<file path="config.mk">
export PLATFORM = sky130hd
export DESIGN_NAME = sensor_array_flat
export DESIGN_NICKNAME = d
export VERILOG_FILES = /design/src/rtl/sensor_array_if.sv /design/src/rtl/sensor_array.sv /design/src/flat_wrapper.sv
export SDC_FILE = /design/constraint.sdc
export NUM_CORES = 1
export LEC_CHECK = 0
export ABC_CLOCK_PERIOD_IN_PS = 1700
export CAP_MARGIN = 40
export CORE_ASPECT_RATIO = 0.5
export CORE_UTILIZATION = 54
export CTS_CLUSTER_DIAMETER = 30
export DETAILED_ROUTE_END_ITERATION = 10
export GPL_TIMING_DRIVEN = 1
export PLACE_DENSITY = 0.77
export SYNTH_ARGS = -nofsm -noshare
export SYNTH_HDL_FRONTEND = slang
export SYNTH_SLANG_ARGS = --single-unit
</file>
<file path="constraint.sdc">
create_clock -name clk -period 1.7 [get_ports clk]
set_input_delay 0.34 -clock clk [delete_from_list [all_inputs] [get_ports clk]]
set_output_delay 0.34 -clock clk [all_outputs]
set_load 0.03 [all_outputs]
</file>
<file path="src/rtl/sensor_array_if.sv">
// ROM read bus between the sensor monitor (master) and the board ROM (slave).
interface sensor_array_if #(
    parameter int unsigned ADDR_W = 4,
    parameter int unsigned DATA_W = 8
);
    logic [ADDR_W-1:0] rom_addr;
    logic              rom_re;
    logic              rom_ce;
    logic [DATA_W-1:0] rom_data;

    modport master (output rom_addr, output rom_re, output rom_ce, input rom_data);
    modport slave  (input rom_addr, input rom_re, input rom_ce, output rom_data);
endinterface

</file>
<file path="src/rtl/sensor_array.sv">
// Multi-channel sensor monitor: loads per-channel thresholds from ROM, then
// synchronises, debounces and counts rising events, lighting LEDs at threshold.
module sensor_array #(
    parameter int unsigned CHANNELS = 4,
    parameter int unsigned DATA_W   = 8,
    parameter int unsigned ADDR_W   = 4,
    parameter int unsigned ROM_BASE = 0,
    parameter int unsigned DEBOUNCE = 3
) (
    input  logic                clk,
    input  logic                reset_n,
    input  logic [CHANNELS-1:0] sensor,
    input  logic                clear,
    input  logic                reload,
    output logic [CHANNELS-1:0] led,
    output logic                busy,
    sensor_array_if.master      rom
);
    localparam int unsigned IDX_W = (CHANNELS > 1) ? $clog2(CHANNELS) : 1;
    localparam int unsigned DEB_W = $clog2(DEBOUNCE + 1);
    localparam logic [IDX_W-1:0]  LAST_IDX = IDX_W'(CHANNELS - 1);
    localparam logic [DEB_W-1:0]  DEB_LAST = DEB_W'(DEBOUNCE - 1);
    localparam logic [DATA_W-1:0] CNT_MAX  = '1;
    localparam logic [ADDR_W-1:0] BASE     = ADDR_W'(ROM_BASE);

    typedef enum logic [1:0] {IDLE, LOAD_REQ, LOAD_WAIT, RUN} state_t;

    state_t            r_state;
    logic [IDX_W-1:0]  r_idx;
    logic              r_busy;
    logic              r_rom_ce;
    logic              r_rom_re;
    logic [ADDR_W-1:0] r_rom_addr;
    logic [DATA_W-1:0] r_thr [CHANNELS];

    // Load sequencer; ROM strobes are registered alongside the state they decode.
    always_ff @(posedge clk or negedge reset_n) begin
        if (!reset_n) begin
            r_state    <= IDLE;
            r_idx      <= '0;
            r_busy     <= 1'b1;
            r_rom_ce   <= 1'b0;
            r_rom_re   <= 1'b0;
            r_rom_addr <= '0;
            for (int i = 0; i < CHANNELS; i++) r_thr[i] <= '0;
        end else begin
            r_rom_ce   <= 1'b0;
            r_rom_re   <= 1'b0;
            r_rom_addr <= '0;
            case (r_state)
                IDLE: begin
                    r_state    <= LOAD_REQ;
                    r_idx      <= '0;
                    r_rom_ce   <= 1'b1;
                    r_rom_re   <= 1'b1;
                    r_rom_addr <= BASE;
                end
                LOAD_REQ: begin
                    r_state <= LOAD_WAIT;
                end
                LOAD_WAIT: begin
                    r_thr[r_idx] <= rom.rom_data;
                    if (r_idx == LAST_IDX) begin
                        r_idx   <= '0;
                        r_state <= RUN;
                        r_busy  <= 1'b0;
                    end else begin
                        r_idx      <= r_idx + IDX_W'(1);
                        r_state    <= LOAD_REQ;
                        r_rom_ce   <= 1'b1;
                        r_rom_re   <= 1'b1;
                        r_rom_addr <= BASE + ADDR_W'(r_idx) + ADDR_W'(1);
                    end
                end
                RUN: begin
                    if (reload) begin
                        r_state    <= LOAD_REQ;
                        r_idx      <= '0;
                        r_busy     <= 1'b1;
                        r_rom_ce   <= 1'b1;
                        r_rom_re   <= 1'b1;
                        r_rom_addr <= BASE;
                    end
                end
                default: begin
                    r_state <= IDLE;
                    r_idx   <= '0;
                    r_busy  <= 1'b1;
                end
            endcase
        end
    end

    assign busy         = r_busy;
    assign rom.rom_ce   = r_rom_ce;
    assign rom.rom_re   = r_rom_re;
    assign rom.rom_addr = r_rom_addr;

    for (genvar g = 0; g < CHANNELS; g++) begin : gen_ch
        logic              r_s1;
        logic              r_s2;
        logic              r_filt;
        logic              r_led;
        logic [DEB_W-1:0]  r_deb;
        logic [DATA_W-1:0] r_cnt;
        logic              w_rise;

        // An accepted 0->1 change counts on the same edge filt takes it.
        assign w_rise = r_s2 & ~r_filt & (r_deb == DEB_LAST);

        always_ff @(posedge clk or negedge reset_n) begin
            if (!reset_n) begin
                r_s1   <= 1'b0;
                r_s2   <= 1'b0;
                r_filt <= 1'b0;
                r_deb  <= '0;
                r_cnt  <= '0;
                r_led  <= 1'b0;
            end else begin
                r_s1 <= sensor[g];
                r_s2 <= r_s1;
                if (r_s2 == r_filt) begin
                    r_deb <= '0;
                end else if (r_deb == DEB_LAST) begin
                    r_filt <= r_s2;
                    r_deb  <= '0;
                end else begin
                    r_deb <= r_deb + DEB_W'(1);
                end
                if (r_state != RUN || clear) begin
                    r_cnt <= '0;
                end else if (w_rise && r_cnt != CNT_MAX) begin
                    r_cnt <= r_cnt + DATA_W'(1);
                end
                r_led <= (r_thr[g] != '0) && (r_cnt >= r_thr[g]);
            end
        end

        assign led[g] = r_led;
    end
endmodule

</file>
<file path="src/flat_wrapper.sv">
// flat-port wrapper written by rule: the top's interface ports become plain ports
module sensor_array_flat 
#(
    parameter int unsigned CHANNELS = 4,
    parameter int unsigned DATA_W   = 8,
    parameter int unsigned ADDR_W   = 4,
    parameter int unsigned ROM_BASE = 0,
    parameter int unsigned DEBOUNCE = 3
)
  (clk, reset_n, sensor, clear, reload, led, busy, rom_rom_addr, rom_rom_re, rom_rom_ce, rom_rom_data);
  sensor_array_if #(.ADDR_W(ADDR_W), .DATA_W(DATA_W)) rom_i ();
  input  logic clk;
  input  logic reset_n;
  input  logic [CHANNELS-1:0] sensor;
  input  logic clear;
  input  logic reload;
  output logic [CHANNELS-1:0] led;
  output logic busy;
  output wire logic [$bits(rom_i.rom_addr)-1:0] rom_rom_addr;
  output wire logic [$bits(rom_i.rom_re)-1:0] rom_rom_re;
  output wire logic [$bits(rom_i.rom_ce)-1:0] rom_rom_ce;
  input wire logic [$bits(rom_i.rom_data)-1:0] rom_rom_data;
  assign rom_rom_addr = rom_i.rom_addr;
  assign rom_rom_re = rom_i.rom_re;
  assign rom_rom_ce = rom_i.rom_ce;
  assign rom_i.rom_data = rom_rom_data;
  sensor_array #(.CHANNELS(CHANNELS), .DATA_W(DATA_W), .ADDR_W(ADDR_W), .ROM_BASE(ROM_BASE), .DEBOUNCE(DEBOUNCE)) u_core (.clk(clk), .reset_n(reset_n), .sensor(sensor), .clear(clear), .reload(reload), .led(led), .busy(busy), .rom(rom_i));
endmodule
</file>
==> Word level (Yosys, flattened, before mapping) <==
Index checks and enable logic that the tools add are counted.
{ "totals": {"out_inout_bits": 11, "ff_bits": 98} }
{ "classes": {"n_lt_le_gt_ge": 6, "n_addsub": 10, "bitwise_logic": 17, "reduce_logical": 27, "muxes": 33, "n_eq_ne": 19} }
{ "op_table": {"columns": ["operator", "count"], "rows": [
  ["8-bit 2-to-1 mux", 9],
  ["8-bit by 1-bit adder with 8-bit output (second input constant)", 4],
  ["32-bit bitwise mux", 1],
  ["8-bit greater-or-equal comparator", 4],
  ["8-bit inequality test (second input constant)", 4],
  ["8-bit nonzero test", 4],
  ["2-bit 2-to-1 mux", 12],
  ["8-bit demux with 2-bit select", 1],
  ["2-bit equality test (second input constant)", 7],
  ["2-bit by 1-bit adder with 2-bit output (second input constant)", 5],
  ["2-bit AND reduction", 5],
  ["2-bit nonzero test", 5],
  ["1-bit logical AND", 9],
  ["1-bit AND", 8],
  ["4-bit 2-to-1 mux", 2],
  ["1-bit inverter", 8],
  ["2-bit case mux with 4 select lines", 1],
  ["2-bit case mux with 3 select lines", 1],
  ["1-bit equality test", 4],
  ["1-bit 2-to-1 mux", 4],
  ["2-bit inequality test (second input constant)", 2],
  ["2-bit by 1-bit adder with 3-bit output (second input constant)", 1],
  ["3-bit greater-or-equal comparator (second input constant)", 1],
  ["3-bit by 1-bit less-than comparator with 1-bit output (second input constant)", 1],
  ["9 further kinds", 9]
]} }

==> Logic depth before layout (Yosys ltp) <==
Gate-level depths: netlist (run 1).
{ "logic_depth": {"word_depth": 6, "mapped_depth": 7, "ltp_nobuf": 6} }

==> Least setup slack after synthesis (run 1) <==
Ideal clock, no wire load.
{ "synth_path": {"kind": "reg-to-reg", "start": "reg u_core.gen_ch[2].r_cnt[1]", "end": "reg u_core.gen_ch[2].r_cnt[7]", "arrival_ns": 1.701, "setup_ns": 0.078, "stages_incl_launch_ff": 6, "path_buffers": 0, "required_ns": 1.622, "slack_ns": -0.079, "cell_sequence": "dfrtp_1 ha_1 nand4_1 or4b_4 or3_1 a21oi_1"} }
{ "synth_via": {"elab_chain_len": 3, "word_cells_on_any_way": 6} }
{ "synth_rtl": {"columns": ["element", "line_no", "rtl"], "rows": [
  ["start: declaration", "sensor_array.sv:105", "logic [DATA_W-1:0] r_cnt;"],
  ["start signal: assignment", "sensor_array.sv:133", "r_cnt <= r_cnt + DATA_W'(1);"],
  ["8-bit by 1-bit adder with 8-bit output / 8-bit inequality test (equally long branches)", "sensor_array.sv:133, sensor_array.sv:132", null],
  ["8-bit 2-to-1 mux / 1-bit logical AND (equally long branches)", "sensor_array.sv:132", "end else if (w_rise && r_cnt != CNT_MAX) begin"],
  ["8-bit 2-to-1 mux / 2-bit nonzero test (equally long branches)", null, null]
]} }
Parallel ways exist; a longest one is shown, timed or not. The select of a mux whose other input is x is not followed.
A chain may end at the register's enable or synchronous reset.

==> Final worst setup path (run 1) <==
{ "layout_path": {"start": "reg u_core.gen_ch[2].r_cnt[0]", "end": "reg u_core.gen_ch[2].r_cnt[7]"} }
Same word-level chain as after synthesis.

==> results.cfg, run 1 <==
[grt]
grtUsageMet1_pct = 29.9
grt_pass1_vias = 3396
grt_overflow = 0
busiest_layer = met2
antenna_found_initial = 0
track_usage_pct = 22.2
grt_pass1_wl_um = 16700
grt_max_degree = 30
met2_usage_pct = 35.2
grt_use_met3_pct = 5.76

[power]
seqPwrFrac_pct = 44.8
netSwitchingPower_w = 0.00215
p_int_w = 0.00488
cellLeakagePower_nw = 2.86
power_frac_comb_pct = 26.3
power.total_w = 0.00702
power_density_mw_per_mm2 = 1180
ir_worst_vdd_uv = 682
switching_share_pct = 30.6
clockPowerShare_pct = 28.9

[setup_path]
cp.arrival_ps = 1950
worstPathCellList = ha_2, nand4_1, or4b_4, or3_1, a21oi_2
cp-end-kind = register
worst_path_max_delay_cell = or4b_4
start_kind = register
cp_slowest_stage_delay_ps = 480
crit_family = simple AND/OR/NAND/NOR gates
cp_data_required_time_ps = 1980
path_class = register to register
ff2ff_setup_slack_ps = 20
critPathBufInv = 0
worstPathMaxFanout = 4

[cts]
cts_made_buffers = 9
cts_tree = built
clk_pin_slew_worst_paths_ps = 70
ctsLongestPathBuffers = 2
clock_latency_ps = 350
cts_max_level = 3
cts-root-buf = clkbuf_16
cts.sinks = 96

[outcome]
status = complete, no violations

[final_layout]
synthToLayoutAreaGrowth_pct = 18.4
post-route-util_pct = 67.0
antenna_cells = 0
nNetsFinal = 571
drive_gt1_share_pct = 16.8
final_area_mm2 = 0.00594

[synthesis]
avgSynthCellArea_um2 = 10.9
netlist_area_mm2 = 0.00502
ys_seq_elements = 96
synth-edff-count = 0
ys_warn_count = 0
ys.flop_type = dfrtp_1
syn_inst = 459
seq_area_frac_synth_pct = 47.9
async_flop_share_pct = 100
ys_types = 49

[die]
floorplan.initialDensity_pct = 56.6
row_count = 24
fp.dieH_um = 70.2
ios = 27
die_x_um = 138
die_area_mm2 = 0.00970
fp.coreArea_mm2 = 0.00886

[detailed_routing]
drc_errors = 0
vias = 3515
wl_um = 9580
first_pass_iters = 4
drt_iter0_markers = 204
viasPerCell = 5.59
ant_nets = 0
wire_per_inst_um = 15.2

[timing]
rsz0062_at_grt = true
min_period_ps = 1680
fin_skew_ps = 6.27
fmax_mhz = 596
timing.final.max_slew_violations = 0
fin_crit_sh_pct = 98.7
setup_viol = 0
holdWs_ps = 350
fin_tns_setup_ps = 0
hold_violations = 0

[flow_run]
maxCapViolations = 0

[place]
post-dp-hpwl_um = 6840
gp_congestion = 0.800
numPortBuffers = 24
place_area_mm2 = 0.00556

[hold_path]
hp-class = register to register
[placed cells by master, fill, tap and decap left out, types with 7 or more instances in the layout]
| cell | instances |
|---|---|
| xor2_1 | 8 |
| a21oi_1 | 13 |
| nand3_1 | 11 |
| inv_1 | 46 |
| o21ai_0 | 18 |
| clkbuf_16 | 9 |
| clkdlybuf4s50_1 | 14 |
| xnor2_1 | 7 |
| and3_1 | 7 |
| nor3b_1 | 9 |
| mux2_2 | 32 |
| nor4_1 | 9 |
| ha_1 | 45 |
| nand4_1 | 7 |
| dfrtp_1 | 95 |
| buf_4 | 21 |
| nor2_1 | 28 |
| nand2_1 | 19 |
[synth_stat cells (2+ instances only)]
library cell | number | share of area (%)
dfrtp_1 | 95 | 47
ha_1 | 48 | 12
inv_1 | 47 | 3.5
mux2_2 | 32 | 7.2
nor2_1 | 28 | 2.1
o21ai_0 | 20 | 2.0
nand2_1 | 19 | 1.4
a21oi_1 | 14 | 1.4
nand3_1 | 11 | 1.1
nor3b_1 | 9 | 1.3
nor4_1 | 9 | 1.1
xor2_1 | 8 | 1.4
and3_1 | 7 | 0.87
buf_4 | 7 | 1.0
clkbuf_1 | 7 | 0.52
nand4_1 | 7 | 0.87
xnor2_1 | 7 | 1.2
nand2b_1 | 6 | 0.75
nor3_1 | 6 | 0.60
a21o_1 | 5 | 0.75
a31oi_1 | 5 | 0.62
o211ai_1 | 5 | 0.75
or3_1 | 5 | 0.62
a2111oi_0 | 4 | 0.70
a22o_1 | 4 | 0.70
and2_1 | 4 | 0.50
mux2i_1 | 4 | 0.80
o211a_1 | 4 | 0.80
o21a_1 | 4 | 0.60
and3b_1 | 3 | 0.52
a211oi_1 | 2 | 0.30
a311oi_1 | 2 | 0.35
and4_1 | 2 | 0.35
nor2b_1 | 2 | 0.25
o2111ai_1 | 2 | 0.35
o31ai_1 | 2 | 0.30
[worst reg2reg max path, delay by kind of cell (launching register included)]
| kind | cells | cell delay [ps] |
|---|---|---|
| AO/OA/AOI/OAI | 1 | 110 |
| adder cells (fa/ha/maj) | 1 | 190 |
| flip-flops | 1 | 410 |
| AND/OR/NAND/NOR | 3 | 890 |
[per-stage QoR]
| stage | setup slack, ps | instances |
|---|---|---|
| after floorplan | -2.13 | 460 |
| after global placement | 27.1 | 609 |
| after detailed placement | -99.5 | 609 |
| after CTS | 2.23 | 626 |
| after global routing | -50.9 | 629 |
| final | 22.2 | 629 |
[metal layers]
layer  wire length (µm)  part of all wire, %
met1               4740                   49
met4                138                  1.4
met2               4390                   46
met5                  0                    0
met3                316                  3.3
[cells by family after synthesis]
logic type      count (synthesis)  share of synthesized area (%)
compound gates                 77                           10.3
xor+xnor                       15                           2.62
fa+ha+maj                      48                           12.0
buf+inv                        61                           5.09
flops                          96                           47.9
mux                            36                           7.98
other cells                     1                         0.0748
simple gates                  125                           14.0
[flip-flops by register name, summed over array words and instances (netlist names)]
signal	count
u_core.r_state	2
u_core.r_thr	32
u_core.gen_ch.r_s2	4
u_core.gen_ch.r_filt	4
u_core.r_idx	2
u_core.gen_ch.r_s1	4
u_core.gen_ch.r_cnt	32
u_core.gen_ch.r_led	4
u_core.rom.rom_addr	2
u_core.rom.rom_ce	1
u_core.gen_ch.r_deb	8
u_core.busy	1
[power groups by stage]
stage	registers [W]	clock network [W]	logic, W
floorplan	0.00314	0	0.00124
global placement	0.00317	0	0.00172
detailed placement	0.00318	0	0.00179
CTS	0.00314	0.00207	0.00183
global route	0.00322	0.00218	0.00207
finish	0.00315	0.00203	0.00185
[cell type report]
cell class,count,area [µm²]
clock buffer,12,246
clock inverter,4,52.6
fill,652,2920
inverter,47,176
multi-input combinational,303,2420
sequential,96,2400
tap,117,146
timing repair buffer,50,498
[repair_timing]
| action | 4_1_cts | 5_1_grt |
|---|---|---|
| setup endpoints to repair | 9 | 13 |
| hold buffers | 1 | 0 |
| setup buffers | 0 | 3 |
| resized for setup | 11 | 13 |
| pin swaps | 2 | 5 |
| endpoints found under the hold margin | 25 | 0 |
[path summary, 6_finish.rpt]
kind,from,end,cells past startpoint
min reg2reg,u_core.gen_ch[0].r_s1$_DFF_PN0_,u_core.gen_ch[0].r_s2$_DFF_PN0_,0
min,u_core.gen_ch[0].r_s1$_DFF_PN0_,u_core.gen_ch[0].r_s2$_DFF_PN0_,0
max in group asynchronous,reset_n,u_core.gen_ch[3].r_cnt[2]$_DFFE_PN0P_,3
max reg2reg,u_core.gen_ch[2].r_cnt[0]$_DFFE_PN0P_,u_core.gen_ch[2].r_cnt[7]$_DFFE_PN0P_,5
min in group asynchronous,reset_n,u_core.gen_ch[0].r_s1$_DFF_PN0_,2
max,u_core.gen_ch[2].r_cnt[0]$_DFFE_PN0P_,u_core.gen_ch[2].r_cnt[7]$_DFFE_PN0P_,5
No activity file was read; power rests on OpenSTA's default activity.
==> inputs of run 2 (changes only) <==
--- a/config.mk
+++ b/config.mk
@@ -5,14 +5,15 @@
 export SDC_FILE = /design/constraint.sdc
 export NUM_CORES = 1
 export LEC_CHECK = 0
-export ABC_CLOCK_PERIOD_IN_PS = 1700
-export CAP_MARGIN = 40
+export ABC_CLOCK_PERIOD_IN_PS = 1990
+export CAP_MARGIN = 20
 export CORE_ASPECT_RATIO = 0.5
-export CORE_UTILIZATION = 54
+export CORE_UTILIZATION = 60
 export CTS_CLUSTER_DIAMETER = 30
 export DETAILED_ROUTE_END_ITERATION = 10
 export GPL_TIMING_DRIVEN = 1
-export PLACE_DENSITY = 0.77
+export PLACE_DENSITY = 0.81
+export SKIP_CTS_REPAIR_TIMING = 1
 export SYNTH_ARGS = -nofsm -noshare
 export SYNTH_HDL_FRONTEND = slang
 export SYNTH_SLANG_ARGS = --single-unit
==> constraint.sdc (replaced) <==
create_clock -name clk -period 1.99 [get_ports clk]
set_input_delay 0.398 -clock clk [delete_from_list [all_inputs] [get_ports clk]]
set_output_delay 0.398 -clock clk [all_outputs]
set_load 0.03 [all_outputs]
==> run 2 against run 1 <==
Combinational power fell by 21%. Sequential cell count unchanged. Clock-buffer cell count fell by 1. Register-to-register slack better by 98 ps. Clock skew is 0.90 ps lower.
==> results.cfg, run 2 (synthesis results as in run 1) <==
[cts]
clock_latency_ps = 340
cts_max_level = 3
cts.sinks = 96
cts_tree = built
clk_pin_slew_worst_paths_ps = 70
ctsLongestPathBuffers = 2
cts-root-buf = clkbuf_16
cts_made_buffers = 9

[grt]
track_usage_pct = 24.2
grt_pass1_wl_um = 16200
antenna_found_initial = 0
grt_max_degree = 39
grt_pass1_vias = 3463
grt_overflow = 0

[detailed_routing]
viasPerCell = 5.71
vias = 3449
ant_nets = 0
wire_per_inst_um = 15.6
drc_errors = 0
first_pass_iters = 4
wl_um = 9450
drt_iter0_markers = 218

[timing]
setup_viol = 0
fin_tns_setup_ps = 0
tightest_slew_ps = 530
hold_violations = 0
timing.final.max_slew_violations = 0
fin_crit_sh_pct = 97.6
min_period_ps = 1940
rsz0062_at_grt = false
relSlewSlack_pct = 64.3
fin_skew_ps = 5.37
fmax_mhz = 515

[place]
post-dp-hpwl_um = 6820
gp_congestion = 0.840
numPortBuffers = 24

[setup_path]
worst_path_max_delay_cell = clkdlybuf4s50_1
cp_slowest_stage_delay_ps = 660
worstPathMaxFanout = 3
rr_startpoint = u_core.gen_ch[2].r_filt$_DFFE_PN0P_
critPathBufInv = 1
rr_endpoint = u_core.gen_ch[2].r_cnt[7]$_DFFE_PN0P_
crit_path_end = busy
cp.arrival_ps = 1540
crit_family = buffers and inverters
ff2ff_setup_slack_ps = 120
start_kind = register
cp-end-kind = output port
worst-path-stages = 1
cp-startpoint = u_core.busy$_DFFE_PN1P_
cp_data_required_time_ps = 1590
path_class = register to output port
rr_worst_depth = 6
worstPathCellList = clkdlybuf4s50_1

[power]
clockPowerShare_pct = 28.5
power_frac_comb_pct = 25.2
netSwitchingPower_w = 0.00183
ir_worst_vdd_uv = 842
cellLeakagePower_nw = 2.65
p_int_w = 0.00401
power_density_mw_per_mm2 = 1030
seqPwrFrac_pct = 46.3
switching_share_pct = 31.3

[final_layout]
final_cell_mix = dfrtp_1, inv_1, ha_1, mux2_2, nor2_1
post-route-util_pct = 70.5
synthToLayoutAreaGrowth_pct = 13.3
final_common_cell = dfrtp_1
nNetsFinal = 551
reg.largest.list = u_core.gen_ch.r_cnt: 32 flops, u_core.r_thr: 32 flops, u_core.gen_ch.r_deb: 8 flops
drive_gt1_share_pct = 12.4
antenna_cells = 0

[die]
ios = 27
fp.dieH_um = 66.7
row_count = 23
die_x_um = 131
floorplan.initialDensity_pct = 62.3
die_area_mm2 = 0.00875
fp.coreArea_mm2 = 0.00806

[outcome]
status = complete, no violations

[hold_path]
hp-class = input port to asynchronous set/reset pin

[flow_run]
maxCapViolations = 0
[run 2: cell count changes in the layout (fill, tap and decap cells not counted), sizes merged]
cell,previous run,this run
clkinv,2,1
dlygate4sd2,6,0
clkinvlp,0,2
inv,48,49
dlygate4sd3,1,0
bufinv,1,0
clkdlybuf4s50,14,23
buf,26,7
dlymetal6s2s,3,0
clkbuf,12,11
[run 2: area by class of cell]
type	instances	area, µm²
clock buffer	11	253
multi-input combinational	303	2360
fill	588	2380
clock inverter	5	37.5
tap	112	140
inverter	47	176
timing repair buffer	30	308
sequential	96	2400
[run 2: worst min path at each step]
stage,cells after the start,start,slack [ps],endpoint
final,1,reset_n,30,u_core.gen_ch[1].r_led$_DFF_PN0_
after global placement,0,u_core.gen_ch[2].r_s1$_DFF_PN0_,330,u_core.gen_ch[2].r_s2$_DFF_PN0_
after global routing,1,reset_n,60,u_core.gen_ch[1].r_led$_DFF_PN0_
after floorplan,0,reset_n,100,u_core.gen_ch[0].r_cnt[0]$_DFFE_PN0P_
after detailed placement,0,u_core.gen_ch[0].r_s1$_DFF_PN0_,340,u_core.gen_ch[0].r_s2$_DFF_PN0_
after CTS,1,reset_n,30,u_core.gen_ch[2].r_cnt[3]$_DFFE_PN0P_
[run 2: metal layers]
layer | part of all wire (%) | wire length, µm | vias to the layer above | global-route usage [%]
met2 | 48 | 4500 | 70 | 41.5
met5 | 0 | 0 | - | 0
met4 | 1.7 | 163 | 0 | 9.01
met3 | 4.2 | 396 | 17 | 6.16
met1 | 46 | 4380 | 1672 | 30.1
li1 | - | - | 1690 | -
[run 2: metrics by stage]
step	instances	cell area, µm²	hold WS [ps]	worst slack, ps	total power [W]
2_1_floorplan	460	5020	102	211	0.00373
3_3_place_gp	588	5390	333	189	0.00411
3_5_place_dp	588	5390	337	134	0.00420
4_1_cts	604	5680	30.6	31.3	0.00590
5_1_grt	604	5680	58.6	5.42	0.00623
6_report	604	5680	25.7	47.1	0.00584
[run 2: power groups by stage]
stage	registers, W	clock network, W	logic (W)
finish	0.00271	0.00166	0.00147
global route	0.00276	0.00178	0.00168
CTS	0.00270	0.00170	0.00149
detailed placement	0.00273	0	0.00147
global placement	0.00270	0	0.00140
floorplan	0.00268	0	0.00105
